`src/rtl/sram_req_tracker_if.sv`:
```
// sram_req_tracker_if: SRAM-like channel between the tracker and one SRAM port.
// The master drives req and payload; the slave answers with addr_ok/data_ok/rdata.
interface sram_req_tracker_if #(
  parameter int ADDR_WIDTH = 32,
  parameter int DATA_WIDTH = 32
);
  logic                    req;
  logic                    wr;
  logic [1:0]              size;
  logic [DATA_WIDTH/8-1:0] wstrb;
  logic [ADDR_WIDTH-1:0]   addr;
  logic [DATA_WIDTH-1:0]   wdata;
  logic                    addr_ok;
  logic                    data_ok;
  logic [DATA_WIDTH-1:0]   rdata;

  modport master (
    output req, wr, size, wstrb, addr, wdata,
    input  addr_ok, data_ok, rdata
  );

  modport slave (
    input  req, wr, size, wstrb, addr, wdata,
    output addr_ok, data_ok, rdata
  );
endinterface

```
`src/rtl/sram_req_tracker.sv`:
```
// sram_req_tracker: in-order SRAM request tracker with flush discard and response FIFO.
// Define SRAM_REQ_TRACKER_ERR_EN to add the sticky proto_err output.
module sram_req_tracker #(
  parameter int MAX_OUTSTANDING = 4,
  parameter int RESP_DEPTH      = 2,
  parameter int ADDR_WIDTH      = 32,
  parameter int DATA_WIDTH      = 32
) (
  input  logic                    clk,
  input  logic                    reset,
  input  logic                    flush,
  input  logic                    in_req,
  input  logic                    in_wr,
  input  logic [1:0]              in_size,
  input  logic [DATA_WIDTH/8-1:0] in_wstrb,
  input  logic [ADDR_WIDTH-1:0]   in_addr,
  input  logic [DATA_WIDTH-1:0]   in_wdata,
  output logic                    in_addr_ok,
  sram_req_tracker_if.master      sram,
  output logic                    resp_valid,
  output logic [DATA_WIDTH-1:0]   resp_rdata,
  input  logic                    resp_ready,
  output logic [$clog2(MAX_OUTSTANDING+1)-1:0] live_cnt,
  output logic [$clog2(MAX_OUTSTANDING+1)-1:0] discard_cnt,
  output logic                    idle
`ifdef SRAM_REQ_TRACKER_ERR_EN
  ,
  output logic                    proto_err
`endif
);
  localparam int CW = $clog2(MAX_OUTSTANDING + 1);
  localparam int FW = $clog2(RESP_DEPTH + 1);
  localparam int PW = (RESP_DEPTH > 1) ? $clog2(RESP_DEPTH) : 1;

  logic [DATA_WIDTH-1:0] mem [RESP_DEPTH];
  logic [PW-1:0]         rd_ptr;
  logic [PW-1:0]         wr_ptr;
  logic [FW-1:0]         fifo_cnt;

  logic          credit;
  logic          accept;
  logic          outstanding;
  logic          live_rsp;
  logic          full;
  logic          push;
  logic          pop;
  logic [CW-1:0] live_nxt;
  logic [CW-1:0] disc_nxt;

  function automatic logic [PW-1:0] inc(input logic [PW-1:0] p);
    return (p == PW'(RESP_DEPTH - 1)) ? '0 : p + PW'(1);
  endfunction

  // Live responses must always find room in the FIFO when they return.
  always_comb begin
    credit = (int'(live_cnt) + int'(fifo_cnt) < RESP_DEPTH) &&
             (int'(live_cnt) + int'(discard_cnt) < MAX_OUTSTANDING);
  end

  assign sram.req   = in_req & credit & ~flush & ~reset;
  assign sram.wr    = in_wr;
  assign sram.size  = in_size;
  assign sram.wstrb = in_wstrb;
  assign sram.addr  = in_addr;
  assign sram.wdata = in_wdata;

  assign accept      = sram.req & sram.addr_ok;
  assign in_addr_ok  = accept;
  assign outstanding = (live_cnt != '0) || (discard_cnt != '0);
  assign full        = (fifo_cnt == FW'(RESP_DEPTH));
  assign resp_valid  = (fifo_cnt != '0);
  assign resp_rdata  = mem[rd_ptr];
  assign pop         = resp_valid & resp_ready;
  assign live_rsp    = sram.data_ok & ~flush &
                       (discard_cnt == '0) & (live_cnt != '0);
  assign push        = live_rsp & (~full | pop);
  assign idle        = ~outstanding & ~resp_valid;

  always_comb begin
    live_nxt = live_cnt;
    disc_nxt = discard_cnt;
    if (flush) begin
      live_nxt = '0;
      disc_nxt = discard_cnt + live_cnt
               - CW'(sram.data_ok & outstanding);
    end else begin
      if (sram.data_ok && discard_cnt != '0)
        disc_nxt = discard_cnt - CW'(1);
      live_nxt = live_cnt + CW'(accept) - CW'(live_rsp);
    end
  end

  always_ff @(posedge clk) begin
    if (reset) begin
      live_cnt    <= '0;
      discard_cnt <= '0;
      rd_ptr      <= '0;
      wr_ptr      <= '0;
      fifo_cnt    <= '0;
    end else begin
      live_cnt    <= live_nxt;
      discard_cnt <= disc_nxt;
      if (flush) begin
        rd_ptr   <= '0;
        wr_ptr   <= '0;
        fifo_cnt <= '0;
      end else begin
        if (push) wr_ptr <= inc(wr_ptr);
        if (pop)  rd_ptr <= inc(rd_ptr);
        fifo_cnt <= fifo_cnt + FW'(push) - FW'(pop);
      end
    end
  end

  always_ff @(posedge clk) begin
    if (push) mem[wr_ptr] <= sram.rdata;
  end

`ifdef SRAM_REQ_TRACKER_ERR_EN
  logic err_set;
  assign err_set = (sram.data_ok & ~outstanding) | (accept & ~credit);

  always_ff @(posedge clk) begin
    if (reset) begin
      proto_err <= 1'b0;
    end else if (err_set) begin
      proto_err <= 1'b1;
      if (!proto_err)
        $error("sram_req_tracker: protocol violation");
    end
  end
`endif
endmodule

```
`src/flat_wrapper.sv`:
```
// flat-port wrapper written by rule: the top's interface ports become plain ports
module sram_req_tracker_flat 
#(
  parameter int MAX_OUTSTANDING = 4,
  parameter int RESP_DEPTH      = 2,
  parameter int ADDR_WIDTH      = 32,
  parameter int DATA_WIDTH      = 32
)
  (clk, reset, flush, in_req, in_wr, in_size, in_wstrb, in_addr, in_wdata, in_addr_ok, resp_valid, resp_rdata, resp_ready, live_cnt, discard_cnt, idle, sram_req, sram_wr, sram_size, sram_wstrb, sram_addr, sram_wdata, sram_addr_ok, sram_data_ok, sram_rdata);
  sram_req_tracker_if #(.ADDR_WIDTH(ADDR_WIDTH), .DATA_WIDTH(DATA_WIDTH)) sram_i ();
  input  logic clk;
  input  logic reset;
  input  logic flush;
  input  logic in_req;
  input  logic in_wr;
  input  logic [1:0] in_size;
  input  logic [DATA_WIDTH/8-1:0] in_wstrb;
  input  logic [ADDR_WIDTH-1:0] in_addr;
  input  logic [DATA_WIDTH-1:0] in_wdata;
  output logic in_addr_ok;
  output logic resp_valid;
  output logic [DATA_WIDTH-1:0] resp_rdata;
  input  logic resp_ready;
  output logic [$clog2(MAX_OUTSTANDING+1)-1:0] live_cnt;
  output logic [$clog2(MAX_OUTSTANDING+1)-1:0] discard_cnt;
  output logic idle;
  output wire logic [$bits(sram_i.req)-1:0] sram_req;
  output wire logic [$bits(sram_i.wr)-1:0] sram_wr;
  output wire logic [$bits(sram_i.size)-1:0] sram_size;
  output wire logic [$bits(sram_i.wstrb)-1:0] sram_wstrb;
  output wire logic [$bits(sram_i.addr)-1:0] sram_addr;
  output wire logic [$bits(sram_i.wdata)-1:0] sram_wdata;
  input wire logic [$bits(sram_i.addr_ok)-1:0] sram_addr_ok;
  input wire logic [$bits(sram_i.data_ok)-1:0] sram_data_ok;
  input wire logic [$bits(sram_i.rdata)-1:0] sram_rdata;
  assign sram_req = sram_i.req;
  assign sram_wr = sram_i.wr;
  assign sram_size = sram_i.size;
  assign sram_wstrb = sram_i.wstrb;
  assign sram_addr = sram_i.addr;
  assign sram_wdata = sram_i.wdata;
  assign sram_i.addr_ok = sram_addr_ok;
  assign sram_i.data_ok = sram_data_ok;
  assign sram_i.rdata = sram_rdata;
  sram_req_tracker #(.MAX_OUTSTANDING(MAX_OUTSTANDING), .RESP_DEPTH(RESP_DEPTH), .ADDR_WIDTH(ADDR_WIDTH), .DATA_WIDTH(DATA_WIDTH)) u_core (.clk(clk), .reset(reset), .flush(flush), .in_req(in_req), .in_wr(in_wr), .in_size(in_size), .in_wstrb(in_wstrb), .in_addr(in_addr), .in_wdata(in_wdata), .in_addr_ok(in_addr_ok), .sram(sram_i), .resp_valid(resp_valid), .resp_rdata(resp_rdata), .resp_ready(resp_ready), .live_cnt(live_cnt), .discard_cnt(discard_cnt), .idle(idle));
endmodule
```
`config.mk`:
```
export PLATFORM = sky130hd
export DESIGN_NAME = sram_req_tracker_flat
export DESIGN_NICKNAME = d
export VERILOG_FILES = /design/src/rtl/sram_req_tracker_if.sv /design/src/rtl/sram_req_tracker.sv /design/src/flat_wrapper.sv
export SDC_FILE = /design/constraint.sdc
export NUM_CORES = 1
export LEC_CHECK = 0
export ABC_AREA = 1
export BUFFER_PORTS_ARGS = -buffer_cell sky130_fd_sc_hd__buf_2
export CAP_MARGIN = 20
export CORE_MARGIN = 2
export CORE_UTILIZATION = 40
export CTS_BUF_LIST = sky130_fd_sc_hd__clkbuf_8
export DETAILED_ROUTE_END_ITERATION = 6
export PLACE_DENSITY = 0.75
export SKIP_CTS_REPAIR_TIMING = 1
export SLEW_MARGIN = 20
export SYNTH_ARGS = -nofsm -noshare
export SYNTH_HDL_FRONTEND = slang
export SYNTH_SLANG_ARGS = --single-unit
```
`constraint.sdc`:
```
create_clock -name clk -period 3.29 [get_ports clk]
set_clock_uncertainty 0.15 [all_clocks]
set_input_delay 0.8225 -clock clk [delete_from_list [all_inputs] [get_ports clk]]
set_output_delay 0.8225 -clock clk [all_outputs]
set_load 0.005 [all_outputs]
```
Word level (Yosys, flattened, before mapping). Memories as Yosys holds them, arrays and structs flattened. A register that Yosys moved wholly into a read port is not among the register bits. Index checks and enable logic that the tools add are counted.

Bits in latches: 0. Bits in writable memories: 64. Memories: 1. Register bits after elaboration: 10. Word-level logic and storage cells: 54. Bits in read-only memories: 0.

Shift-type cells: 0. Multiply operators: 0. Equality and inequality tests: 1. Order comparisons: 2. Divide/modulo/power cells: 0. Muxes and demuxes: 8. $add $sub $neg: 11. Reduce and logical (&&, ||, !) cells: 9. Bitwise logic cells: 17.

Memories: u_core.mem (words 2, bits a word 32, read ports 1, clocked after memory_dff 1, write ports 1, RTL line sram_req_tracker.sv:35) `logic [DATA_WIDTH-1:0] mem [RESP_DEPTH];`.

Operator list (count): 32-bit by 3-bit < comparator with 1-bit output, second input constant (1); 32-bit by 4-bit < comparator with 1-bit output, second input constant (1); 1-bit bitwise AND (11); 1-bit two-way mux (6); 3-bit two-way mux (2); 3-bit nonzero test (2); 1-bit inverter (5); 3-bit by 2-bit adder with 4-bit output (1); 3-bit by 3-bit adder with 4-bit output (1); 2-bit nonzero test (2); 3-bit by 1-bit adder with 3-bit output (1); 3-bit adder (1); 3-bit logical NOT (1); 3-bit by 1-bit subtractor with 3-bit output (1); 3-bit by 1-bit subtractor with 3-bit output, second input constant (1); 3-bit subtractor (1); 1-bit adder, second input constant (2); 2-bit by 1-bit adder with 2-bit output (1); 2-bit == test, second input constant (1); 1-bit logical AND (2); 2-bit OR reduction (1); 2-bit by 1-bit subtractor with 2-bit output (1); 1-bit logical OR (1); 1-bit OR (1).

Longest topological paths before layout.
Depth in word-level cells: 9. Mapped depth: 17. Mapped depth without buffers: 17.

Worst setup path before layout. OpenSTA, ideal clock, no wires.

Path type: input to register. Start point: in flush. End point: mem u_core.mem[0][0], enable pin. Arrival: 2530 ps. Slack: 189 ps. Required time: 2719 ps. Setup time: 421 ps. Buffers on the path: 0. Cell stages on the path: 5. Path through: inv_2 -> nand2_2 -> nor2_2 -> nand3_2 -> nor2_1.

Word-level cells in the longest chain between the ends: 7.

Ends and longest elaborated chain: start, declared (RTL line flat_wrapper.sv:13) `input logic flush;`; 1-bit inverter (RTL line sram_req_tracker.sv:74) `assign live_rsp = sram.data_ok & ~flush &`; 1-bit bitwise AND (2 in a row) (RTL line sram_req_tracker.sv:74); 1-bit bitwise AND (RTL line sram_req_tracker.sv:75) `(discard_cnt == '0) & (live_cnt != '0);`; 1-bit bitwise AND (RTL line sram_req_tracker.sv:76) `assign push = live_rsp & (~full | pop);`; 1-bit two-way mux (RTL line sram_req_tracker.sv:116) `if (push) mem[wr_ptr] <= sram.rdata;`; 1-bit two-way mux (implied by the code) (RTL line sram_req_tracker.sv:116); end, declared (RTL line sram_req_tracker.sv:35).

No other way between the ends.

Final worst setup path.
Start point: reg u_core.live_cnt[0]. End point: reg u_core.live_cnt[2].

Word-level cells in the longest chain between the ends: 9. Elaborated cells between the ends (all ways): 13.

Ends and longest elaborated chain: start, declared (RTL line sram_req_tracker.sv:23) `output logic [$clog2(MAX_OUTSTANDING+1)-1:0] live_cnt,`; start signal, assigned (RTL line sram_req_tracker.sv:101) `live_cnt <= live_nxt;`; 3-bit by 2-bit adder with 4-bit output or 3-bit by 3-bit adder with 4-bit output (tied branches) (RTL line sram_req_tracker.sv:56, sram_req_tracker.sv:57); 32-bit by 3-bit < comparator with 1-bit output or 32-bit by 4-bit < comparator with 1-bit output (tied branches) (RTL line sram_req_tracker.sv:56, sram_req_tracker.sv:57); 1-bit logical AND (RTL line sram_req_tracker.sv:56) `credit = (int'(live_cnt) + int'(fifo_cnt) < RESP_DEPTH) &&`; 1-bit bitwise AND (3 in a row) (RTL line sram_req_tracker.sv:60) `assign sram.req = in_req & credit & ~flush & ~reset;`; 1-bit bitwise AND (RTL line sram_req_tracker.sv:67) `assign accept = sram.req & sram.addr_ok;`; 3-bit by 1-bit adder with 3-bit output (RTL line sram_req_tracker.sv:89) `live_nxt = live_cnt + CW'(accept) - CW'(live_rsp);`; 3-bit by 1-bit subtractor with 3-bit output (*) (RTL line sram_req_tracker.sv:89).

Every way passes the cells marked *; elsewhere a longest branch is shown, timed or not. A chain may end at the register's enable or synchronous reset.

==> metrics.md <==
| Metric | Value |
|---|---|
| Outcome | finished, final reports clean |
| Drt initial violations | 64 |
| Core Region | 9200 µm² |
| Cell Area, Synth | 3760 µm² |
| Worst vdd ir | 0.253 mV |
| TNS Setup | 0 ns |
| Storage cell area | 2140 µm² |
| Clock root cell | clkbuf_8 |
| Drt pass-1 iters | 4 |
| Endpoints failing setup | 0 |
| Seq/Total Area, Yosys | 57.0% |
| Final Max Tran Viols | 0 |
| Setup crit start kind | flop |
| PD cells | 485 nW/µm² |
| Post-route cell area | 3990 µm² |
| Commonest non-fill, non-tap cells in the layout | buf_2 (80), edfxtp_1 (64), inv_1 (31), mux2_2 (30), nand2_1 (18) |
| GRT Util Overall | 13.3% |
| First-pass GRT wire length | 10.3 mm |
| Vias | 2020 |
| Vias in the first global route | 2057 |
| Data arrival time of the worst path | 3.11 ns |
| Mapped Cells | 294 |
| Dpl ws | 0.136 ns |
| Cell Chain, Critical Path | nand2_1 -> inv_1 -> fa_1 -> nor2_1 -> nand2_1 -> a21oi_2 -> nand3_2 -> inv_2 -> nand2_2 -> ha_1 -> inv_1 -> ha_1 -> fa_1 -> xor2_1 -> o21ai_0 -> a21oi_1 |
| CTS buffer count | 9 |
| Largest net degree at the start of global routing | 33 |
| Period utilisation layout | 92.5% |
| Hpwl dp | 5.03 mm |
| Die area | 10200 µm² |
| Layout cells sized above 1 | 46.7% |
| Critical path class | flop to flop |
| Dpl cell area | 3780 µm² |
| GP Congestion | 0.835 |
| # fillers | 826 |
| Clock sink total | 75 |
| Gr ovfl total | 0 |
| DRC violations left | 0 |
| DR vias/cell | 4.70 |
| Total wire length | 6.88 mm |
| CP required | 3.36 ns |
| Worst-Skew Late Latency | 0.33 ns |
| Clk buf depth | 2 |
| PortBufs | 80 |
| Inserted Diodes | 0 |
| Synth Warn # | 0 |
| Initial Util | 40.9% |
| Yosys reg bits | 75 |
| Die width | 101 µm |
| Commonest non-fill, non-tap cell in the layout | buf_2 |
| CP max-delay cell | fa_1 |
| Clock transition at the registers of the reported paths | 0.09 ns |
| Post-route ant nets | 0 |
| Asr flop ratio synth | 0% |
| R2r setup slk | 0.25 ns |
| Post-synth EDFFs | 64 |
| Initial antenna violation count | 0 |
| H-tree depth | 3 |
| Worst-margin pin slew | 0.467 ns |
| Crit Path Max Fanout | 5 |
| Max Cap Viol | 0 |
| Area of the multi-input gates | 935 µm² |
| Fin crit period | 3.04 ns |
| Die height | 101 µm |
| Row Count | 35 |
| Leakage | 1.64 nW |
| Post-synthesis cell type count | 27 |
| Fmax | 329 MHz |
| Nets | 439 |
| Slew margin rel. | 68.8% |
| Post-route setup slack | 0.247 ns |
| Crit end category | flop |
| Avg Cell Area, Syn | 12.8 µm² |
| RSZ-0062 raised after global routing | false |
| CTS tree | done |
| Syn-to-layout area delta | 6.09% |
| Most used DFF post-synth | edfxtp_1 |
| WL/cell | 16.0 µm |
| Final Hold Fails | 0 |
| Hold Crit Class | flop to flop |
| Post-Syn Nets | 419 |
| CP max stage delay | 0.42 ns |
| IO Count | 223 |
worst paths after layout:
check,from,end,depth (start not counted)
worst max register to register,u_core.live_cnt[0],u_core.live_cnt[2],16
worst max-delay path,u_core.live_cnt[0],u_core.live_cnt[2],16
worst min-delay path,u_core.rd_ptr,flop,1
worst min register to register,u_core.rd_ptr,flop,1
power by group:
group	internal, mW	switching [mW]	leakage (nW)	total (mW)
Combinational	0.0709	0.0823	0.878	0.153
Sequential	1.04	0.0118	0.664	1.05
Clock	0.364	0.369	0.0988	0.732
per-layer routing:
layer,routed length [µm],up-vias,track usage [%],part of all wire [%]
li1,-,956,-,-
met1,2670,932,14.5,39
met2,3390,112,22.5,49
met3,718,20,6.66,10
met4,100,0,4.26,1.5
met5,0,-,0,0
worst max-delay path, delay by kind of cell (launching register included):
kind / cells / cell delay, ns
and+or+nand+nor: 5 / 0.40
buffers and inverters: 3 / 0.19
AOI/OAI and AO/OA: 3 / 0.36
adders and majority gates: 4 / 1.25
xor gates and xnor gates: 1 / 0.19
DFF: 1 / 0.40
logic make-up (layout without fill, tap and decap cells):
logic type | after synthesis | in the layout | share of synthesized area [%]
DFF | 75 | 75 | 57.0
muxes | 32 | 32 | 9.78
xor gates and xnor gates | 4 | 4 | 0.932
and+or+nand+nor | 44 | 44 | 5.76
buffers and inverters | 108 | 133 | 18.5
adders and majority gates | 15 | 15 | 5.59
AOI/OAI and AO/OA | 16 | 16 | 2.46
cell usage after synthesis (4+ instances only):
cell type	count	area [µm²]
buf_4	71	533
edfxtp_1	64	1920
inv_1	31	116
mux2_2	30	338
nand2_1	18	67.6
ha_1	12	150
dfxtp_1	11	220
a21oi_1	7	35.0
nor2_1	7	26.3
nand3_1	5	25.0
nand2_2	4	25.0
nor2_2	4	25.0
final cells by class:
type | instances | area share (%)
inverters | 33 | 3.11
flip-flops and latches | 75 | 53.7
clock buffers | 9 | 3.11
repair buffers | 84 | 11.1
clock inverters | 7 | 2.07
well taps | 111 | 3.48
multi-input cells | 111 | 23.4
per-stage QoR:
| stage | std cells | hold WS, ns | total power, mW | utilization, % |
|---|---|---|---|---|
| 2_1_floorplan | 294 | 0.281 | 1.23 | - |
| 3_3_place_gp | 414 | 0.296 | 1.22 | 41.1 |
| 3_5_place_dp | 414 | 0.302 | 1.22 | 41.1 |
| 4_1_cts | 430 | 0.315 | 1.97 | 43.4 |
| 5_1_grt | 430 | 0.350 | 2.03 | 43.4 |
| 6_report | 430 | 0.317 | 1.93 | 43.4 |
flip-flops by register name, indices dropped and copies added, names as in the netlist, named ones only:
signal and flops:
u_core.live_cnt 3, u_core.discard_cnt 3, u_core.rd_ptr 1, u_core.fifo_cnt 2, u_core.wr_ptr 1, u_core.mem 64
(Power assumes the default switching activity.)
